[config.mk]
export PLATFORM = sky130hd
export DESIGN_NAME = alu_scheduler
export DESIGN_NICKNAME = d
export VERILOG_FILES = /design/src/rtl/alu_scheduler.sv
export SDC_FILE = /design/constraint.sdc
export NUM_CORES = 2
export LEC_CHECK = 0
export ABC_AREA = 1
export BUFFER_PORTS_ARGS = -buffer_cell sky130_fd_sc_hd__buf_2
export CAP_MARGIN = 20
export CORE_MARGIN = 4
export CORE_UTILIZATION = 40
export DETAILED_ROUTE_END_ITERATION = 16
export GPL_TIMING_DRIVEN = 0
export PLACE_DENSITY = 0.63
export SYNTH_ARGS = -nofsm -noshare
export SYNTH_HDL_FRONTEND = slang
export SYNTH_SLANG_ARGS = --single-unit
[constraint.sdc]
create_clock -name clk -period 73.4 [get_ports clk]
set_input_delay 7.34 -clock clk [delete_from_list [all_inputs] [get_ports clk]]
set_output_delay 7.34 -clock clk [all_outputs]
set_load 0.01 [all_outputs]
[src/rtl/alu_scheduler.sv]
// -----------------------------------------------------------------------------
// alu_scheduler
//
// Front-end for a shared 32-bit ALU. Two requesters submit operations through
// valid/ready handshakes. The block grants them round-robin, registers the
// operands, holds them on the ALU for a per-opcode latency, and returns the
// registered 64-bit result with the requester id on one response channel.
//
// Ports
//   clk                    : single clock, rising edge
//   rst                    : synchronous reset, active-high
//   req0_valid/req1_valid  : requester presents an operation
//   req0_ready/req1_ready  : operation accepted this cycle (combinational)
//   reqN_a / reqN_b        : 32-bit operands
//   reqN_op                : 3-bit ALU opcode
//   reqN_cin               : carry-in, used by opcode 000 only
//   rsp_valid              : response available
//   rsp_ready              : consumer accepts the response
//   rsp_id                 : index of the issuing requester
//   rsp_data               : 64-bit result
//   rsp_dz                 : divide-by-zero flag
//
// Also contains the alu module that the scheduler instantiates.
// -----------------------------------------------------------------------------

// -----------------------------------------------------------------------------
// alu: purely combinational 32-bit ALU with a 64-bit result.
//   000 A+B+cin (33-bit)   001 A-B (32-bit wrap)   010 A*B (64-bit)
//   011 A/B                100 A%B                 101 A&B
//   110 A|B                111 A+B (33-bit)
// All narrow results are zero-extended. Division by zero returns 0 here; the
// scheduler overrides that case anyway.
// -----------------------------------------------------------------------------
module alu (
    input  logic [31:0] a_i,
    input  logic [31:0] b_i,
    input  logic [2:0]  op_i,
    input  logic        cin_i,
    output logic [63:0] out_o
);
    logic [32:0] sum_cin_s;
    logic [32:0] sum_s;

    assign sum_cin_s = {1'b0, a_i} + {1'b0, b_i} + {32'd0, cin_i};
    assign sum_s     = {1'b0, a_i} + {1'b0, b_i};

    // Opcode decode of the result.
    always_comb begin
        out_o = 64'd0;
        case (op_i)
            3'b000:  out_o = {31'd0, sum_cin_s};
            3'b001:  out_o = {32'd0, a_i - b_i};
            3'b010:  out_o = {32'd0, a_i} * {32'd0, b_i};
            3'b011:  out_o = (b_i == 32'd0) ? 64'd0 : {32'd0, a_i / b_i};
            3'b100:  out_o = (b_i == 32'd0) ? 64'd0 : {32'd0, a_i % b_i};
            3'b101:  out_o = {32'd0, a_i & b_i};
            3'b110:  out_o = {32'd0, a_i | b_i};
            3'b111:  out_o = {31'd0, sum_s};
            default: out_o = 64'd0;
        endcase
    end
endmodule

module alu_scheduler #(
    parameter int MUL_CYCLES = 2,
    parameter int DIV_CYCLES = 8
) (
    input  logic        clk,
    input  logic        rst,
    input  logic        req0_valid,
    output logic        req0_ready,
    input  logic [31:0] req0_a,
    input  logic [31:0] req0_b,
    input  logic [2:0]  req0_op,
    input  logic        req0_cin,
    input  logic        req1_valid,
    output logic        req1_ready,
    input  logic [31:0] req1_a,
    input  logic [31:0] req1_b,
    input  logic [2:0]  req1_op,
    input  logic        req1_cin,
    output logic        rsp_valid,
    input  logic        rsp_ready,
    output logic        rsp_id,
    output logic [63:0] rsp_data,
    output logic        rsp_dz
);
    typedef enum logic [1:0] {
        IDLE = 2'd0,
        EXEC = 2'd1,
        RESP = 2'd2
    } state_t;

    state_t      state_q, state_d;
    logic [3:0]  cnt_q, cnt_d;
    logic        last_q, last_d;
    logic [31:0] a_q, a_d;
    logic [31:0] b_q, b_d;
    logic [2:0]  op_q, op_d;
    logic        cin_q, cin_d;
    logic        id_q, id_d;
    logic        dz_q, dz_d;
    logic        rsp_valid_q, rsp_valid_d;
    logic        rsp_id_q, rsp_id_d;
    logic [63:0] rsp_data_q, rsp_data_d;
    logic        rsp_dz_q, rsp_dz_d;

    logic        grant_s;
    logic        idle_s;
    logic        accept_s;
    logic [31:0] sel_a_s;
    logic [31:0] sel_b_s;
    logic [2:0]  sel_op_s;
    logic        sel_cin_s;
    logic        sel_dz_s;
    logic [63:0] alu_out_s;

    // Returns L-1 for an opcode; a divide by zero completes in one cycle.
    function automatic logic [3:0] exec_cnt(input logic [2:0] op, input logic dz);
        logic [3:0] c;
        if (dz) begin
            c = 4'd0;
        end else begin
            case (op)
                3'b010:         c = 4'(MUL_CYCLES - 1);
                3'b011, 3'b100: c = 4'(DIV_CYCLES - 1);
                default:        c = 4'd0;
            endcase
        end
        return c;
    endfunction

    alu u_alu (
        .a_i   (a_q),
        .b_i   (b_q),
        .op_i  (op_q),
        .cin_i (cin_q),
        .out_o (alu_out_s)
    );

    // Round-robin grant; on a tie the requester not served last wins.
    always_comb begin
        grant_s = 1'b0;
        if (req0_valid && req1_valid) begin
            grant_s = ~last_q;
        end else if (req1_valid) begin
            grant_s = 1'b1;
        end else begin
            grant_s = 1'b0;
        end
    end

    // Ready is suppressed while reset is asserted so nothing is handshaken then.
    assign idle_s     = (state_q == IDLE) && !rst;
    assign accept_s   = idle_s && (req0_valid || req1_valid);
    assign req0_ready = idle_s && req0_valid && (grant_s == 1'b0);
    assign req1_ready = idle_s && req1_valid && (grant_s == 1'b1);

    assign sel_a_s   = grant_s ? req1_a   : req0_a;
    assign sel_b_s   = grant_s ? req1_b   : req0_b;
    assign sel_op_s  = grant_s ? req1_op  : req0_op;
    assign sel_cin_s = grant_s ? req1_cin : req0_cin;
    assign sel_dz_s  = ((sel_op_s == 3'b011) || (sel_op_s == 3'b100)) && (sel_b_s == 32'd0);

    // Next-state and datapath update logic.
    always_comb begin
        state_d     = state_q;
        cnt_d       = cnt_q;
        last_d      = last_q;
        a_d         = a_q;
        b_d         = b_q;
        op_d        = op_q;
        cin_d       = cin_q;
        id_d        = id_q;
        dz_d        = dz_q;
        rsp_valid_d = rsp_valid_q;
        rsp_id_d    = rsp_id_q;
        rsp_data_d  = rsp_data_q;
        rsp_dz_d    = rsp_dz_q;
        case (state_q)
            IDLE: begin
                if (accept_s) begin
                    a_d     = sel_a_s;
                    b_d     = sel_b_s;
                    op_d    = sel_op_s;
                    cin_d   = sel_cin_s;
                    id_d    = grant_s;
                    dz_d    = sel_dz_s;
                    last_d  = grant_s;
                    cnt_d   = exec_cnt(sel_op_s, sel_dz_s);
                    state_d = EXEC;
                end else begin
                    state_d = IDLE;
                end
            end
            EXEC: begin
                if (cnt_q == 4'd0) begin
                    rsp_data_d  = dz_q ? 64'd0 : alu_out_s;
                    rsp_dz_d    = dz_q;
                    rsp_id_d    = id_q;
                    rsp_valid_d = 1'b1;
                    state_d     = RESP;
                end else begin
                    cnt_d   = cnt_q - 4'd1;
                    state_d = EXEC;
                end
            end
            RESP: begin
                if (rsp_ready) begin
                    rsp_valid_d = 1'b0;
                    state_d     = IDLE;
                end else begin
                    state_d = RESP;
                end
            end
            default: begin
                rsp_valid_d = 1'b0;
                state_d     = IDLE;
            end
        endcase
    end

    // State and datapath registers with synchronous reset.
    always_ff @(posedge clk) begin
        if (rst) begin
            state_q     <= IDLE;
            cnt_q       <= 4'd0;
            last_q      <= 1'b1;
            a_q         <= 32'd0;
            b_q         <= 32'd0;
            op_q        <= 3'd0;
            cin_q       <= 1'b0;
            id_q        <= 1'b0;
            dz_q        <= 1'b0;
            rsp_valid_q <= 1'b0;
            rsp_id_q    <= 1'b0;
            rsp_data_q  <= 64'd0;
            rsp_dz_q    <= 1'b0;
        end else begin
            state_q     <= state_d;
            cnt_q       <= cnt_d;
            last_q      <= last_d;
            a_q         <= a_d;
            b_q         <= b_d;
            op_q        <= op_d;
            cin_q       <= cin_d;
            id_q        <= id_d;
            dz_q        <= dz_d;
            rsp_valid_q <= rsp_valid_d;
            rsp_id_q    <= rsp_id_d;
            rsp_data_q  <= rsp_data_d;
            rsp_dz_q    <= rsp_dz_d;
        end
    end

    assign rsp_valid = rsp_valid_q;
    assign rsp_id    = rsp_id_q;
    assign rsp_data  = rsp_data_q;
    assign rsp_dz    = rsp_dz_q;
endmodule

# After elaboration in Yosys (flattened, before gate mapping)

Index checks and enable logic that the tools add are counted.

Equal/unequal tests: 16
Bitwise gates (word level): 5
Add/subtract/negate cells: 4
Reductions and logical operators: 22
Divide/modulo/power cells: 2
Multiplexer cells: 22
$mul: 1

Operators with widths:

| cell                 | number |
|---|---|
| $pmux W64 S8         | 1 |
| $mux W32             | 4 |
| $logic_not A32 Y1    | 2 |
| $mul A32 B32 Y64     | 1 |
| $mux W64             | 1 |
| $add A32 B32 Y33     | 1 |
| $add A33 B1 Y33      | 1 |
| $and A32 B32 Y32     | 1 |
| $div A32 B32 Y32     | 1 |
| $mod A32 B32 Y32     | 1 |
| $or A32 B32 Y32      | 1 |
| $sub A32 B32 Y32     | 1 |
| $eq A3 B3 Y1 const B | 5 |
| $eq A3 B2 Y1 const B | 4 |
| $logic_and A1 B1 Y1  | 8 |
| $mux W4              | 2 |
| $ne A2 B2 Y1 const B | 4 |
| $pmux W4 S2          | 1 |
| $mux W1              | 6 |
| $mux W3              | 2 |
| $pmux W2 S3          | 1 |
| $pmux W3 S2          | 1 |
| $reduce_and A3 Y1    | 2 |
| $logic_not A4 Y1     | 1 |
| other kinds (14)     | 19 |

Register bits: 144
Output and inout port bits: 69
Input bits: 141

# Logic depth before layout (Yosys ltp)

Depth in word-level cells: 9
Gate-level depth with buffers: 582
Mapped depth without buffers: 569

# Hierarchy

From an unflattened synthesis, not the netlist that was laid out.

Cell total of the unflattened synthesis: 10679
Area total of the unflattened synthesis: 73036.3 um^2

Modules (own cells, without submodules):

| module        | sequential area each (um^2) | cells an instance | area an instance (um^2) | times used |
|---|---|---|---|---|
| alu           | 0.0                         | 9910              | 67040.5                 | 1 |
| alu_scheduler | 2882.8                      | 769               | 5995.8                  | 1 |

# Worst setup path before layout

OpenSTA, ideal clock, no wires.

Path kind: register to register
Start: register b_q[0]
End: register rsp_data_q[3] (netlist: rsp_data[3])
Cell stages (with the launch flop): 531
Required time: 73268 ps
Data arrival time: 65129 ps
Path buffers: 23
Slack: 8140 ps
Library setup time: 132 ps
Path through: dfxtp_1 clkbuf_1 inv_1 ha_1 inv_1 nor2_1 nand2_1 nor2_1 nand2_1 nor2_1 nand3_1 nand3_1 nand2_1 ha_1 nand2_1 nor3_1 nand3_1 a21oi_1 [... 495 more ...] a21o_1 a21oi_1 o21ai_0 nand3_1 nand2_1 a221o_1 a221o_1 a21oi_1 o31ai_1 a21oi_1 o21ai_0 a41oi_1 o21ai_0 buf_2 o21ai_0 o2111ai_1 o41ai_1 a21oi_1

Cells in the longest elaborated chain, start to end: 4
Elaborated cells between the ends (all ways): 11

Ends and longest elaborated chain:

| what                                     | line | source |
|---|---|---|
| start: declaration                       | 98   | `logic [31:0] b_q, b_d;` |
| start signal: assignment                 | 230  | `b_q <= 32'd0;` |
| start signal: assignment                 | 244  | `b_q <= b_d;` |
| $mod A32 B32 Y32 (tied with other cells) | 55   | `3'b100: out_o = (b_i == 32'd0) ? 64'd0 : {32'd0, a_i % b_i};` |
| $mux W32 (tied with other cells)         | 55   |  |
| $pmux W64 S8 *                           | 50   | `case (op_i)` |
| $mux W64 *                               | 198  | `rsp_data_d = dz_q ? 64'd0 : alu_out_s;` |
| end signal: assignment                   | 251  | `rsp_data_q <= rsp_data_d;` |
| end: declaration                         | 105  | `logic [63:0] rsp_data_q, rsp_data_d;` |

Every way passes the cells marked *; elsewhere a longest branch is shown, timed or not.
A chain may end at the register's enable or synchronous reset.

# Worst setup path in the final report

Start: register b_q[30]
End: register rsp_data_q[27] (netlist: rsp_data[27])

Cells in the longest elaborated chain, start to end: 4
Elaborated cells between the ends (all ways): 7

Ends and longest elaborated chain:

| what                                     | line |
|---|---|
| $mod A32 B32 Y32 (tied with other cells) | 55 |
| $mux W32 (on tied branches)              | 55, 54 |
| $pmux W64 S8 *                           | 50 |
| $mux W64 *                               | 198 |

Marks and branches as above.

==> flow_metrics.env <==
export IMPL_drtPass1Iterations=7
export IMPL_yosys_warnings=0
export IMPL_synth_nets=12700
export IMPL_first_global_vias=73700
export IMPL_cts_tree="yes"
export IMPL_cts_root_buf="clkbuf_16"
export IMPL_finalHoldViolations=0
export IMPL_crit_buf_inv=89
export IMPL_critPathArrivalTime_ns=70.18
export IMPL_yosysSeqAreaShare_pct=3.88
export IMPL_core_mm2=0.184
export IMPL_multi_input_area_mm2=0.0644
export IMPL_cp_start_kind="register"
export IMPL_final_util_pct=46.4
export IMPL_final_setup_worst_slack_ns=3.69
export IMPL_start_util_pct=40.4
export IMPL_yosys_top_cells_count="nand2_1, inv_1, fa_1, ha_1, a21oi_1"
export IMPL_cts_sinks=144
export IMPL_drc=0
export IMPL_synth_cell_types=96
export IMPL_relSlewSlack_pct=9.92
export IMPL_synthArstFlopShare_pct=0
export IMPL_numCtsBuffers=17
export IMPL_die_h_um=439
export IMPL_gp_congestion=1.04
export IMPL_yosysTopAreaCellShare_pct=24.2
export IMPL_synth_edff_count=0
export IMPL_fmax_mhz=14.3
export IMPL_drt_iter0_drc=7030
export IMPL_io_pins=210
export IMPL_crit_family="simple AND/OR/NAND/NOR gates"
export IMPL_dieWidth_um=439
export IMPL_synth_area_leader_cell="fa_1"
export IMPL_h_tree_depth=4
export IMPL_grt_use_total_pct=33.8
export IMPL_wl_um=336000
export IMPL_critical_path_class="reg -> reg"
export IMPL_cp_required_ns=73.88
export IMPL_slowest_stage="or4_4"
export IMPL_slowest_delay_ns=0.44
export IMPL_place_ws_ns=-8.31
export IMPL_grt_max_degree=23
export IMPL_critical_path_max_fanout=10
export IMPL_antenna_found_initial=12
export IMPL_grt_overflow=0
export IMPL_synthTopCellsByArea="fa_1, ha_1, nand2_1"
export IMPL_fin_skew_ns=0.0257
export IMPL_ant_nets=0
export IMPL_via_per_inst=5.53
export IMPL_critical_path_most_common_cell="nand2_1"
export IMPL_tightestPinTransition_ns=1.35
export IMPL_cp_end_kind="register"
export IMPL_dieArea_mm2=0.193
export IMPL_clkLatencyLatePin_ns=0.55
export IMPL_finalCritPeriodShare_pct=95.0
export IMPL_synth_area_mm2=0.0743
export IMPL_grt_pass1_wl_um=481000
export IMPL_synthMostInstantiatedCell="nand2_1"
export IMPL_syn_avg_cell_area_um2=6.90
export IMPL_fin_nets=13200
export IMPL_clkTransAtPathRegs_ns=0.07
export IMPL_row_count=157
export IMPL_seq_area_mm2=0.00290
export IMPL_min_period_ns=69.71
export IMPL_setup_viol=0
export IMPL_maxCapViolations=0
export IMPL_slew_viol_final=0
export IMPL_min_path_type="reg -> reg"
export IMPL_status="finished clean"
export IMPL_wire_per_inst_um=24.5
export IMPL_portBuffers=208
export IMPL_dp_hpwl_um=273000
export IMPL_clock_path_buffers=2
export IMPL_nFillCells=19000
export IMPL_vias=76000
export IMPL_synth_ff_type="dfxtp_1"
export IMPL_drive_gt1_share_pct=15.4
export IMPL_ys_ff_latch=144
export IMPL_synthCells=10800
export IMPL_area_growth_pct=14.8
[layout make-up]
| type | count | share of cell area [%] |
|---|---|---|
| antenna | 8 | 0.0235 |
| buffer | 437 | 2.95 |
| clock buffer | 17 | 0.499 |
| clock inverter | 15 | 0.229 |
| inverter | 2181 | 9.84 |
| multi-input combinational | 7999 | 75.5 |
| sequential | 144 | 3.40 |
| tap | 2464 | 3.62 |
| timing repair buffer | 463 | 3.94 |
| timing repair inverter | 1 | 0.00734 |
[cells by family after synthesis]
group | share of synthesized area, %
multiplexers | 0.566
AO/OA/AOI/OAI | 13.4
XOR/XNOR | 5.18
AND/OR/NAND/NOR | 23.8
flip-flops | 3.88
buffers and inverters | 13.9
adder cells (fa/ha/maj) | 39.3
[cells in the final DEF, fill, tap and decap left out, types with 244 or more instances in the layout]
master / Yosys / final
clkbuf_1: 306 / 263
nand3_1: 315 / 297
o21ai_0: 304 / 244
inv_1: 2111 / 2049
xor2_1: 262 / 262
nand2_1: 2777 / 2686
fa_1: 899 / 898
a21oi_1: 715 / 624
nor2_1: 419 / 377
ha_1: 893 / 784
[worst min-delay path: stages, from the launching register on]
cell	delay (ns)
dfxtp_1	0.31
nand2_1	0.06
a21oi_1	0.05
[metal layers]
| metal | track usage, % | routed length (µm) | vias up |
|---|---|---|---|
| li1 | - | - | 34600 |
| met1 | 41.5 | 128000 | 36900 |
| met2 | 51.8 | 145000 | 3558 |
| met3 | 7.17 | 30200 | 987 |
| met4 | 26.0 | 32500 | 8 |
| met5 | 0 | 82 | - |
[flip-flops by register name (all words and copies together), names as in the netlist]
name / cells
rsp_data: 64
rsp_dz: 1
last_q: 1
rsp_id: 1
op_q: 3
rsp_valid: 1
state_q: 2
cnt_q: 4
a_q: 32
cin_q: 1
dz_q: 1
b_q: 32
id_q: 1
[timing repair]
action / 4_1_cts / 5_1_grt
hold buffers: 0 / 0
gates cloned: 0 / 4
setup buffers: 51 / 163
pin swaps: 31 / 210
gates resized for setup: 275 / 702
setup endpoints to repair: 32 / 32
[metrics by stage]
step | cell area [µm²] | hold WS [ns] | setup TNS [ns] | cells
6_report | 85300 | 0.464 | 0 | 13700
5_1_grt | 85300 | 0.487 | -24.13 | 13700
4_1_cts | 80800 | 0.464 | 0 | 13600
3_5_place_dp | 79000 | 0.454 | -257.26 | 13500
3_3_place_gp | 78400 | 0.452 | -255.33 | 13400
2_1_floorplan | 74300 | 0.429 | 0 | 10800
[path summary, 6_finish.rpt]
path	cells past startpoint	startpoint	end	slack, ns
worst max-delay path	541	b_q[30]	rsp_data[27]	3.69
worst min-delay path	2	rsp_data[38]	rsp_data[38]	0.46
worst max register to register	541	b_q[30]	rsp_data[27]	3.69
worst min register to register	2	rsp_data[38]	rsp_data[38]	0.46
Power is not shown: default switching activity piles up to over one toggle a cycle in this logic, so the estimate is an artifact.
